## src/rtl/m_store_buf_pkg.sv

```systemverilog
// Shared store-path definitions: operation codes common with the load extender,
// and the layout of one store-buffer entry.
package m_store_buf_pkg;

    localparam logic [4:0] OP_W = 5'd0;
    localparam logic [4:0] OP_H = 5'd1;
    localparam logic [4:0] OP_B = 5'd2;

    typedef struct packed {
        logic [31:0] waddr;
        logic [31:0] wdata;
        logic [3:0]  be;
    } st_entry_t;

    function automatic logic [31:0] word_addr(input logic [31:0] addr);
        return {addr[31:2], 2'b00};
    endfunction

endpackage

```

## src/rtl/m_store_buf_if.sv

```systemverilog
// Store request port (pipeline -> buffer) and memory write port (buffer -> memory),
// both valid/ready handshakes.
interface m_store_req_if;
    logic        st_valid;
    logic        st_ready;
    logic [4:0]  st_op;
    logic [31:0] st_addr;
    logic [31:0] st_data;

    modport master (output st_valid, st_op, st_addr, st_data, input st_ready);
    modport slave  (input st_valid, st_op, st_addr, st_data, output st_ready);
endinterface

interface m_store_mem_if;
    logic        mem_wvalid;
    logic        mem_wready;
    logic [31:0] mem_waddr;
    logic [31:0] mem_wdata;
    logic [3:0]  mem_wbe;

    modport master (output mem_wvalid, mem_waddr, mem_wdata, mem_wbe, input mem_wready);
    modport slave  (input mem_wvalid, mem_waddr, mem_wdata, mem_wbe, output mem_wready);
endinterface

```

## src/rtl/m_store_buf_be_gen.sv

```systemverilog
// Byte-enable and lane-replicated write data generation for sw/sh/sb,
// plus alignment and op-code validity.
import m_store_buf_pkg::*;

module m_be_gen (
    input  logic [4:0]  st_op,
    input  logic [1:0]  addr,
    input  logic [31:0] st_data,
    output logic [3:0]  be,
    output logic [31:0] wdata,
    output logic        aligned,
    output logic        op_ok
);

    always_comb begin
        be      = 4'b0000;
        wdata   = 32'h0;
        aligned = 1'b0;
        op_ok   = 1'b1;
        case (st_op)
            OP_W: begin
                be      = 4'b1111;
                wdata   = st_data;
                aligned = (addr == 2'b00);
            end
            OP_H: begin
                be      = addr[1] ? 4'b1100 : 4'b0011;
                wdata   = {2{st_data[15:0]}};
                aligned = ~addr[0];
            end
            OP_B: begin
                be      = 4'b0001 << addr;
                wdata   = {4{st_data[7:0]}};
                aligned = 1'b1;
            end
            default: op_ok = 1'b0;
        endcase
    end

endmodule

```

## src/rtl/m_store_buf.sv

```systemverilog
// M-stage store buffer: encodes stores, queues them in order and drains them
// to data memory; flags misaligned stores.
import m_store_buf_pkg::*;

module m_store_buf #(
    parameter int DEPTH = 2,
    parameter int CNT_W = 2
) (
    input  logic             clk,
    input  logic             reset,
    m_store_req_if.slave     req,
    m_store_mem_if.master    mem,
    output logic             misalign_exc,
    output logic             buf_empty,
    output logic [CNT_W-1:0] buf_count
);

    localparam int PTR_W = (DEPTH > 1) ? $clog2(DEPTH) : 1;
    localparam logic [CNT_W-1:0] FULL = CNT_W'(DEPTH);

    st_entry_t        entries [DEPTH];
    st_entry_t        head;
    logic [PTR_W-1:0] rd_ptr;
    logic [PTR_W-1:0] wr_ptr;
    logic [CNT_W-1:0] count;

    logic [3:0]  be;
    logic [31:0] wdata;
    logic        aligned;
    logic        op_ok;
    logic        attempt;
    logic        push;
    logic        pop;

    m_be_gen u_be_gen (
        .st_op   (req.st_op),
        .addr    (req.st_addr[1:0]),
        .st_data (req.st_data),
        .be      (be),
        .wdata   (wdata),
        .aligned (aligned),
        .op_ok   (op_ok)
    );

    // Ready depends only on count, so a same-cycle pop never opens a full buffer.
    assign req.st_ready = (count != FULL);
    assign attempt      = req.st_valid & req.st_ready & op_ok;
    assign push         = attempt & aligned;
    assign pop          = mem.mem_wvalid & mem.mem_wready;

    assign head           = entries[rd_ptr];
    assign mem.mem_wvalid = (count != '0);
    assign mem.mem_waddr  = head.waddr;
    assign mem.mem_wdata  = head.wdata;
    assign mem.mem_wbe    = head.be;
    assign buf_empty      = (count == '0);
    assign buf_count      = count;

    always_ff @(posedge clk or posedge reset) begin
        if (reset) begin
            count        <= '0;
            rd_ptr       <= '0;
            wr_ptr       <= '0;
            misalign_exc <= 1'b0;
            for (int i = 0; i < DEPTH; i++) begin
                entries[i] <= '0;
            end
        end else begin
            misalign_exc <= attempt & ~aligned;
            if (push) begin
                entries[wr_ptr] <= '{waddr: word_addr(req.st_addr), wdata: wdata, be: be};
                wr_ptr          <= wr_ptr + 1'b1;
            end
            if (pop) begin
                rd_ptr <= rd_ptr + 1'b1;
            end
            case ({push, pop})
                2'b10:   count <= count + 1'b1;
                2'b01:   count <= count - 1'b1;
                default: count <= count;
            endcase
        end
    end

endmodule

```

## src/flat_wrapper.sv

```systemverilog
// flat-port wrapper written by rule: the top's interface ports become plain ports
module m_store_buf_flat 
#(
    parameter int DEPTH = 2,
    parameter int CNT_W = 2
)
  (clk, reset, misalign_exc, buf_empty, buf_count, req_st_valid, req_st_op, req_st_addr, req_st_data, req_st_ready, mem_mem_wvalid, mem_mem_waddr, mem_mem_wdata, mem_mem_wbe, mem_mem_wready);
  m_store_req_if req_i ();
  m_store_mem_if mem_i ();
  input  logic clk;
  input  logic reset;
  output logic misalign_exc;
  output logic buf_empty;
  output logic [CNT_W-1:0] buf_count;
  input wire logic [$bits(req_i.st_valid)-1:0] req_st_valid;
  input wire logic [$bits(req_i.st_op)-1:0] req_st_op;
  input wire logic [$bits(req_i.st_addr)-1:0] req_st_addr;
  input wire logic [$bits(req_i.st_data)-1:0] req_st_data;
  output wire logic [$bits(req_i.st_ready)-1:0] req_st_ready;
  output wire logic [$bits(mem_i.mem_wvalid)-1:0] mem_mem_wvalid;
  output wire logic [$bits(mem_i.mem_waddr)-1:0] mem_mem_waddr;
  output wire logic [$bits(mem_i.mem_wdata)-1:0] mem_mem_wdata;
  output wire logic [$bits(mem_i.mem_wbe)-1:0] mem_mem_wbe;
  input wire logic [$bits(mem_i.mem_wready)-1:0] mem_mem_wready;
  assign req_i.st_valid = req_st_valid;
  assign req_i.st_op = req_st_op;
  assign req_i.st_addr = req_st_addr;
  assign req_i.st_data = req_st_data;
  assign req_st_ready = req_i.st_ready;
  assign mem_mem_wvalid = mem_i.mem_wvalid;
  assign mem_mem_waddr = mem_i.mem_waddr;
  assign mem_mem_wdata = mem_i.mem_wdata;
  assign mem_mem_wbe = mem_i.mem_wbe;
  assign mem_i.mem_wready = mem_mem_wready;
  m_store_buf #(.DEPTH(DEPTH), .CNT_W(CNT_W)) u_core (.clk(clk), .reset(reset), .req(req_i), .mem(mem_i), .misalign_exc(misalign_exc), .buf_empty(buf_empty), .buf_count(buf_count));
endmodule
```

## config.mk

```make
export PLATFORM = sky130hd
export DESIGN_NAME = m_store_buf_flat
export DESIGN_NICKNAME = d
export VERILOG_FILES = /design/src/rtl/m_store_buf_pkg.sv /design/src/rtl/m_store_buf_if.sv /design/src/rtl/m_store_buf_be_gen.sv /design/src/rtl/m_store_buf.sv /design/src/flat_wrapper.sv
export SDC_FILE = /design/constraint.sdc
export NUM_CORES = 1
export LEC_CHECK = 0
export BUFFER_PORTS_ARGS = -buffer_cell sky130_fd_sc_hd__clkbuf_2
export CAP_MARGIN = 20
export CORE_ASPECT_RATIO = 0.7
export CORE_MARGIN = 4
export CORE_UTILIZATION = 55
export CTS_CLUSTER_DIAMETER = 100
export DETAILED_ROUTE_END_ITERATION = 10
export GPL_TIMING_DRIVEN = 0
export HOLD_SLACK_MARGIN = 0.03
export PLACE_DENSITY = 0.81
export SLEW_MARGIN = 10
export SYNTH_ARGS = -nofsm -noshare
export SYNTH_HDL_FRONTEND = slang
export SYNTH_SLANG_ARGS = --single-unit
```

## constraint.sdc

```tcl
create_clock -name clk -period 5.2 [get_ports clk]
set_input_delay 0.26 -clock clk [delete_from_list [all_inputs] [get_ports clk]]
set_output_delay 0.26 -clock clk [all_outputs]
set_load 0.02 [all_outputs]
```

==> flow_summary.json, run 1 <==
{
  "cp-startpoint": "u_core.rd_ptr",
  "cp_cell_sequence": "clkbuf_1 -> buf_1 -> buf_1 -> mux2_2 -> clkbuf_2",
  "finalHoldViolCount": 0,
  "layout.nets": 733,
  "vias_per_cell": 5.483,
  "max_cap_viol_count": 0,
  "grt_max_degree": 81,
  "combPwrFrac": 0.355,
  "cts_repair_resize_count": 0,
  "drc_errors": 0,
  "crit_path_frequent_cell": "buf_1",
  "design_area_um2": 8185,
  "gp_congestion": 0.9095,
  "synth-main-ff-cell": "dfrtp_1",
  "place_ws_ns": 2.689,
  "fin_crit_ns": 2.893,
  "cp.arrival_ns": 2.63,
  "wl_mm": 16.09,
  "dpl.hpwl_mm": 11.68,
  "crit_path_max_incr_delay_ns": 0.62,
  "p_int_mw": 2.834,
  "utilization": 0.6956,
  "worstMarginPinSlew_ns": 0.7554,
  "p_sw_mw": 1.449,
  "fillerInstances": 838,
  "synth.area.top_cells": "dfrtp_1 52%, mux2_2 23%, mux2_4 6.8%",
  "setup_ws_ns": 2.307,
  "cts_buffers": 17,
  "worstSetupPathType": "reg -> out",
  "finalSetupTns_ns": 0,
  "synth_edf_count": 0,
  "cts_tree": "built",
  "rsz0062_at_grt": "false",
  "p_per_area_nw_per_um2": 523.3,
  "end_kind": "output pin",
  "synth_area_leader_cell": "dfrtp_1",
  "grt-ovfl-total": 0,
  "yosys_warnings": 0,
  "syn_inst": 495,
  "die_width_um": 139.3,
  "cts-htree-levels": 4,
  "outcome": "complete, no violations",
  "slew_headroom": 0.4964,
  "syn_to_final_growth_pct": 23.32,
  "ys_seq_area_frac": 0.5165,
  "max_freq_ghz": 0.3457,
  "clkLatencyLatePin_ns": 0.41,
  "ant_nets": 0,
  "antenna_found_initial": 0,
  "r2r_cells": 6,
  "r2r-end": "u_core.entries[120]",
  "synth_area_per_cell_um2": 13.41,
  "rrSetupSlack_ns": 3.08,
  "initialDrtViolationCount": 264,
  "r2r_start": "u_core.buf_count[0]",
  "critical_path_peak_fanout": 10,
  "coreArea_um2": 11770,
  "clock_power_share": 0.284,
  "die_y_um": 99.91,
  "drive_gt1_frac": 0.5469,
  "synth_most_common_cell": "mux2_2",
  "async_flop_share": 1.000,
  "seqPwrFrac": 0.361,
  "initial_utilization": 0.5641,
  "clock_tree.root_cell": "clkbuf_16",
  "synthDistinctLibCells": 33,
  "timing.final.crit_share": 0.5563,
  "die-area_um2": 13920,
  "io_buffers": 142,
  "place_area_um2": 7581,
  "cts.sinks": 137,
  "pin_count": 147,
  "grt_pass1_vias": 4888,
  "clk_path_buf_depth": 2,
  "finalMaxSlewViolations": 0,
  "grt_first_pass_wirelength_mm": 25.52,
  "avgRoutedWirePerCell_um": 19.43,
  "worstPathRequired_ns": 4.94,
  "diodes": 0,
  "crit_end": "mem_mem_waddr[17]",
  "ys_top_cells_by_count": "138 x mux2_2, 137 x dfrtp_1, 30 x mux2_4",
  "ir_worst_vdd_mv": 0.3337,
  "switching_share": 0.3383,
  "drt-pass1-iter-count": 4,
  "vias": 4540,
  "syn_area_um2": 6638,
  "leakagePower_nw": 4.386,
  "crit_path_start_kind": "register",
  "hold_path.class": "in -> reg",
  "ys_ff_latch": 137,
  "cpMaxStageDelayCell": "buf_1",
  "groute.usage.overall": 0.2353,
  "rows": 33,
  "path_clk_slew_ns": 0.06,
  "fin_worst_skew_ns": 0.009449,
  "synth_top_area_frac": 0.5165,
  "setup-violations-final": 0
}
-- layout by cell type, fill, tap and decap left out, drive strengths merged --
cell	netlist	routed
clkbuf	8	170
mux2	168	168
dfrtp	137	137
mux2i	28	28
inv	24	25
buf	24	25
o21ai	19	19
nor2	16	16
a22o	16	16
nand2	12	12
and2	9	9
and3	8	8
clkinv	0	6
a21oi	5	5
xnor2	4	4
bufinv	0	3
nand2b	3	3
nor3	3	3
xor2	2	2
conb	1	2
nand4	1	1
nor2b	1	1
or3	1	1
o2bb2ai	1	1
or3b	1	1
a21o	1	1
or2	1	1
ha	1	1
clkinvlp	0	1
dlygate4sd3	0	1
-- cells by family after synthesis --
logic type	count (synthesis)	share of synthesized area
buffers and inverters	56	0.04166
adders and majority gates	1	0.001885
other	1	0.0005650
and+or+nand+nor	56	0.04562
AOI/OAI and AO/OA	42	0.04166
muxes	196	0.3442
xor gates and xnor gates	6	0.007917
DFF	137	0.5165
-- state kept, by name, indices dropped and copies added, names as in the netlist --
name                 cells
u_core.entries         132
u_core.buf_count         2
u_core.misalign_exc      1
u_core.rd_ptr            1
u_core.wr_ptr            1
-- worst min path at each step --
stage                 startpoint                   to  slack (ns)  cells after the start
2_1_floorplan       req_st_valid  u_core.misalign_exc        0.41                      2
3_3_place_gp   u_core.entries[8]    u_core.entries[8]        0.48                      1
3_5_place_dp               reset   u_core.entries[58]        0.35                      2
4_1_cts          req_st_addr[10]   u_core.entries[46]        0.08                      2
5_1_grt          req_st_addr[10]   u_core.entries[46]        0.08                      2
6_report         req_st_addr[10]   u_core.entries[46]         0.1                      2
-- power groups by stage --
stage          registers [mW]  clock network (mW)  logic (mW)
3_3_place_gp             1.53                   0        1.47
6_report                 1.55                1.21        1.52
5_1_grt                  1.58                1.28        1.63
2_1_floorplan            1.52                   0        1.08
4_1_cts                  1.55                1.24        1.54
3_5_place_dp             1.56                   0        1.53
-- per-stage QoR --
step,std cells,hold slack [ns],total power [mW]
2_1_floorplan,496,0.4053,2.597
3_3_place_gp,795,0.4818,3.005
3_5_place_dp,796,0.3497,3.086
4_1_cts,828,0.07769,4.323
5_1_grt,828,0.07913,4.494
6_report,828,0.09752,4.283
-- worst max-delay path: cells and delay by family (launching register included) --
kind                   cells  cell delay, ns
DFF                        1            0.31
buffers and inverters      4            1.51
muxes                      1            0.41
-- final cells by class --
type	instances	area, um^2	share of cell area
Clock buffer	20	446.7	0.05457
Multi-Input combinational cell	303	2937	0.3588
Tap cell	157	196.4	0.02400
Buffer	32	186.4	0.02278
Sequential cell	137	3428	0.4188
Clock inverter	11	147.6	0.01804
Inverter	24	95.09	0.01162
Timing Repair Buffer	144	748.2	0.09141
-- layer usage --
metal,share of wire,vias up,global-route usage
li1,-,2070,-
met1,0.43,2290,0.3140
met2,0.50,160,0.3931
met3,0.057,20,0.05667
met4,0.010,0,0.06090
met5,0,-,0
-- timing repair --
action                    in CTS  in global routing
hold endpoints to repair      57                  0
setup buffers                  0                  0
hold buffers                   1                  0
No activity file was read; power rests on OpenSTA's default activity.
==> run 2, diff against run 1 <==
- ABC_AREA: default -> 1
- PLACE_DENSITY: 0.81 -> 0.8
- clock period: 5.2 -> 2.89 ns (I/O delays scaled with it)
==> flow_summary.json, run 2 <==
{
  "outcome": "complete, no violations",
  "ir_worst_vdd_mv": 0.4469,
  "critical-path-top-delay-family": "buffers and inverters",
  "worstSetupPathType": "reg -> out",
  "synth_top_area_frac": 0.4774,
  "finalSetupTns_ns": 0,
  "avgRoutedWirePerCell_um": 18.81,
  "die_y_um": 103.6,
  "wl_mm": 25.15,
  "drive_gt1_frac": 0.1847,
  "combPwrFrac": 0.220,
  "diodes": 0,
  "hold_path.class": "in -> reg",
  "synth_xor_area_frac": 0.003659,
  "synthDistinctLibCells": 24,
  "hold_buffers": 32,
  "rows": 34,
  "layout.nets": 1236,
  "groute.usage.overall": 0.3376,
  "cts.sinks": 137,
  "grt_first_pass_wirelength_mm": 40.06,
  "max_freq_ghz": 0.3795,
  "worstMarginPinSlew_ns": 0.6550,
  "yosys_warnings": 0,
  "cp_cell_sequence": "inv_1 -> clkbuf_1 -> clkbuf_1 -> nand2_1 -> nand2_1 -> clkbuf_2",
  "syn_inst": 962,
  "async_flop_share": 1.000,
  "cts_repair_resize_count": 0,
  "cts_buffers": 17,
  "setup-violations-final": 0,
  "ys_top_cells_by_count": "473 x nand2_1, 174 x nand4_1, 137 x dfrtp_1",
  "slew_headroom": 0.5633,
  "synth_area_per_cell_um2": 7.466,
  "switching_share": 0.3449,
  "muxShareOfSynthArea": 0,
  "die_width_um": 144.6,
  "final_common_cell": "nand2_1",
  "design_area_um2": 9076,
  "syn_area_um2": 7182,
  "synth_edf_count": 0,
  "top_register": "u_core.entries",
  "crit_path_start_kind": "register",
  "vias": 8064,
  "p_sw_mw": 1.827,
  "dpl.hpwl_mm": 17.80,
  "ys_ff_latch": 137,
  "worstPathRequired_ns": 2.75,
  "grt_max_degree": 39,
  "cpMaxStageDelayCell": "clkbuf_1",
  "seqPwrFrac": 0.385,
  "critical_path_peak_fanout": 10,
  "grt-ovfl-total": 0,
  "clk_path_buf_depth": 2,
  "synth_fa_ha_area_frac": 0.001742,
  "grt_pass1_vias": 7658,
  "gp_congestion": 0.9861,
  "pin_count": 147,
  "cts_tree": "built",
  "clock_tree.root_cell": "clkbuf_16",
  "power_mw": 5.298,
  "vias_per_cell": 6.031,
  "largest_reg_flops": 132,
  "clock_power_share": 0.396,
  "coreArea_um2": 12590,
  "drc_errors": 0,
  "crit_path_max_incr_delay_ns": 0.57,
  "synth-compound-area-share": 0.007143,
  "rrSetupSlack_ns": 0.66,
  "cts-htree-levels": 4,
  "ys_seq_area_frac": 0.4774,
  "post_cts.repair.setup_buffers": 0,
  "fin_worst_skew_ns": 0.008162,
  "initialDrtViolationCount": 975,
  "p_per_area_nw_per_um2": 583.8,
  "synth_most_common_cell": "nand2_1",
  "p_int_mw": 3.471,
  "synth_simple_gate_area_frac": 0.4411,
  "finalMaxSlewViolations": 0,
  "die-area_um2": 14980,
  "synth_top_family_by_area": "simple AND/OR/NAND/NOR gates",
  "end_kind": "output pin",
  "timing.final.crit_share": 0.9118,
  "max_cap_viol_count": 0,
  "fillerInstances": 1038,
  "path_clk_slew_ns": 0.06,
  "drt-pass1-iter-count": 6,
  "finalHoldViolCount": 0,
  "ant_nets": 0,
  "syn_to_final_growth_pct": 26.38,
  "layout_common_cells": "473 x nand2_1, 174 x nand4_1, 144 x clkbuf_2",
  "initial_utilization": 0.5703,
  "clkLatencyLatePin_ns": 0.43,
  "antenna_found_initial": 0,
  "fin_crit_ns": 2.635,
  "place_area_um2": 8193,
  "crit_buf_inv": 4,
  "rsz0062_at_grt": "false",
  "synth-main-ff-cell": "dfrtp_1",
  "cp.arrival_ns": 2.49,
  "io_buffers": 144,
  "leakagePower_nw": 5.197,
  "synth_area_leader_cell": "dfrtp_1",
  "synth.area.top_cells": "dfrtp_1 48%, nand2_1 25%, nand4_1 15%"
}
## run 2: cell count changes in the layout (fill, tap and decap cells not counted), sizes merged, moves of 28 or more
cell         previous run  this run
mux2i                  28         0
clkbuf                170       212
nand2                  12       473
nand4                   1       174
mux2                  168         0
nand3                   0        41
dlygate4sd3             1        32
## run 2: final timing paths
check	startpoint	end	cells after the start
max	u_core.rd_ptr	mem_mem_waddr[27]	6
min	req_st_valid	u_core.misalign_exc	3
max reg2reg	u_core.buf_count[0]	u_core.buf_count[1]	10
min reg2reg	u_core.entries[133]	u_core.entries[133]	2
max in group asynchronous	reset	u_core.entries[92]	5
min in group asynchronous	reset	u_core.entries[64]	3
## run 2: logic make-up after synthesis
| logic type | Yosys count |
|---|---|
| simple gates | 706 |
| flops | 137 |
| buf+inv | 108 |
| compound gates | 6 |
| xor+xnor | 3 |
| fa+ha+maj | 1 |
| other cells | 1 |
## run 2: per-stage QoR
step | std cells | hold WS, ns | worst slack (ns) | utilization
CTS | 1337 | 0.1018 | 0.3095 | 0.7208
global placement | 1269 | 0.4078 | 0.1843 | 0.6443
finish | 1337 | 0.1092 | 0.2550 | 0.7208
floorplan | 963 | 0.3001 | 0.8097 | -
detailed placement | 1273 | 0.1222 | 0.7062 | 0.6506
global route | 1337 | 0.1069 | 0.1353 | 0.7208
## run 2: power groups by stage
stage          logic (mW)  clock network [mW]  registers (mW)
2_1_floorplan       0.633                   0            2.08
3_3_place_gp         1.06                   0            2.07
3_5_place_dp         1.09                   0            2.07
4_1_cts              1.14                2.08            2.04
5_1_grt              1.25                2.18            2.04
6_report             1.16                2.10            2.04
## run 2: tightest hold or removal path, delay by kind of cell
kind	cells	cell delay [ns]
and+or+nand+nor	2	0.25
buffers and inverters	1	0.08
## run 2: area by class of cell
| cell class | count | area [um^2] | area share |
|---|---|---|---|
| repair buffers | 180 | 1121 | 0.1235 |
| clock buffers | 18 | 439.2 | 0.04839 |
| flip-flops and latches | 137 | 3428 | 0.3777 |
| multi-input cells | 718 | 3266 | 0.3598 |
| well taps | 162 | 202.7 | 0.02233 |
| plain buffers | 87 | 412.9 | 0.04549 |
| clock inverters | 14 | 123.9 | 0.01365 |
| inverters | 21 | 82.58 | 0.009098 |
## run 2: routing by layer
metal | vias up | global-route usage | wire, um
li1 | 3620 | - | -
met2 | 583 | 0.4788 | 10820
met3 | 61 | 0.1023 | 3092
met4 | 0 | 0.08722 | 546
met1 | 3800 | 0.5044 | 10700
met5 | - | 0 | 0
==> run 3, diff against run 2 <==
- MAX_ROUTING_LAYER: default -> met4
==> flow_summary.json, run 3 (same netlist as run 2, synthesis figures left out) <==
{
  "gp_congestion": 1.048,
  "grt_first_pass_wirelength_mm": 39.76,
  "drive_gt1_frac": 0.1841,
  "pin_count": 147,
  "top_register": "u_core.entries",
  "cp.arrival_ns": 2.55,
  "syn_to_final_growth_pct": 26.32,
  "drt-pass1-iter-count": 6,
  "path_clk_slew_ns": 0.06,
  "initial_utilization": 0.5703,
  "grt_max_degree": 38,
  "coreArea_um2": 12590,
  "finalSetupTns_ns": 0,
  "finalHoldViolCount": 0,
  "cts.sinks": 137,
  "ant_nets": 0,
  "cts_repair_resize_count": 0,
  "finalMaxSlewViolations": 0,
  "max_freq_ghz": 0.3707,
  "holdWs_ns": 0.04235,
  "rows": 34,
  "clk_path_buf_depth": 2,
  "met3WireLength_mm": 2.972,
  "wl_mm": 24.65,
  "vias_per_cell": 5.949,
  "cts_tree": "built",
  "m1WireLength_mm": 10.60,
  "clkLatencyLatePin_ns": 0.41,
  "fin_worst_skew_ns": 0.008444,
  "diodes": 0,
  "p_per_area_nw_per_um2": 585.8,
  "io_buffers": 144,
  "layout_common_cells": "473 x nand2_1, 174 x nand4_1, 144 x clkbuf_2",
  "fillerInstances": 1004,
  "critical_path_peak_fanout": 10,
  "vias": 7942,
  "crit_path_start_kind": "register",
  "cts-htree-levels": 4,
  "utilization": 0.7205,
  "dpl.hpwl_mm": 17.72,
  "outcome": "complete, no violations",
  "crit_path_max_incr_delay_ns": 0.54,
  "cp_cell_sequence": "inv_1 -> clkbuf_1 -> clkbuf_1 -> nand2_1 -> nand2_1 -> clkbuf_2",
  "die_y_um": 103.6,
  "final_common_cell": "nand2_1",
  "cts_buffers": 17,
  "avgRoutedWirePerCell_um": 18.46,
  "ir_worst_vdd_mv": 0.5308,
  "die-area_um2": 14980,
  "end_kind": "output pin",
  "leakagePower_nw": 5.200,
  "slew_headroom": 0.5487,
  "antenna_found_initial": 0,
  "cpMaxStageDelayCell": "clkbuf_1",
  "worstPathRequired_ns": 2.75,
  "top_layer": "met4",
  "max_cap_viol_count": 0,
  "grt_pass1_vias": 7469,
  "groute.usage.overall": 0.3444,
  "grt-ovfl-total": 0,
  "worstSetupPathType": "reg -> out",
  "drc_errors": 0,
  "worstMarginPinSlew_ns": 0.6770,
  "timing.final.crit_share": 0.9333,
  "largest_reg_flops": 132,
  "setup-violations-final": 0,
  "hold_path.class": "in -> reg",
  "rsz0062_at_grt": "false",
  "fin_crit_ns": 2.697,
  "layout.nets": 1235,
  "rrSetupSlack_ns": 0.71,
  "initialDrtViolationCount": 973,
  "clock_tree.root_cell": "clkbuf_16",
  "die_width_um": 144.6,
  "dr_wl_met2_mm": 10.56
}
[run 3: changes by cell type in the layout (fill, tap and decap cells not counted), sizes merged]
cell         before  now
dlygate4sd3      32   31
inv              22   24
clkinvlp          5    3
clkbuf          212  213
clkinv            7    5
[run 3: cell type report]
type	count	area, um^2	share of cell area
sequential	137	3428	0.3779
multi-input combinational	718	3266	0.3600
clock inverter	12	116.4	0.01283
timing repair buffer	179	1111	0.1225
inverter	21	82.58	0.009102
tap	162	202.7	0.02234
buffer	87	412.9	0.04551
clock buffer	19	452.9	0.04992
[run 3: worst paths after layout]
check / start / to / depth (start not counted)
setup / recovery: u_core.rd_ptr / mem_mem_waddr[27] / 6
hold / removal: mem_mem_wready / u_core.rd_ptr / 3
setup reg to reg: u_core.buf_count[0] / u_core.buf_count[1] / 10
hold reg to reg: u_core.entries[55] / u_core.entries[55] / 2
max in group asynchronous: reset / u_core.entries[29] / 5
min in group asynchronous: reset / u_core.entries[65] / 3
[run 3: worst max-delay path, delay by kind of cell (launching register included)]
kind | cells | cell delay (ns)
flip-flops | 1 | 0.42
buffers and inverters | 4 | 1.41
AND/OR/NAND/NOR | 2 | 0.32
[run 3: through the flow]
stage	area [um^2]	setup slack, ns	instances	total power, mW
2_1_floorplan	7189	0.8097	963	2.710
3_3_place_gp	8113	0.1951	1269	3.132
3_5_place_dp	8193	0.7161	1273	3.156
4_1_cts	9072	0.3025	1335	5.283
5_1_grt	9072	0.1544	1335	5.504
6_report	9072	0.1926	1335	5.315
[run 3: layer usage]
layer	GRT usage	up-vias
li1	-	3619
met1	0.5195	3698
met2	0.4686	559
met3	0.07600	66
met4	0.09321	0
met5	-	-
[run 3: what timing repair did]
action	CTS	global route
hold buffers	31	0
setup buffers	0	0
endpoints found under the hold margin	96	0
[run 3: power by group]
part / leakage, nW / internal (mW) / total, mW / switching (mW)
sequential: 1.90 / 1.98 / 2.04 / 0.0514
clock: 0.277 / 1.24 / 2.12 / 0.880
combinational: 3.02 / 0.278 / 1.16 / 0.884
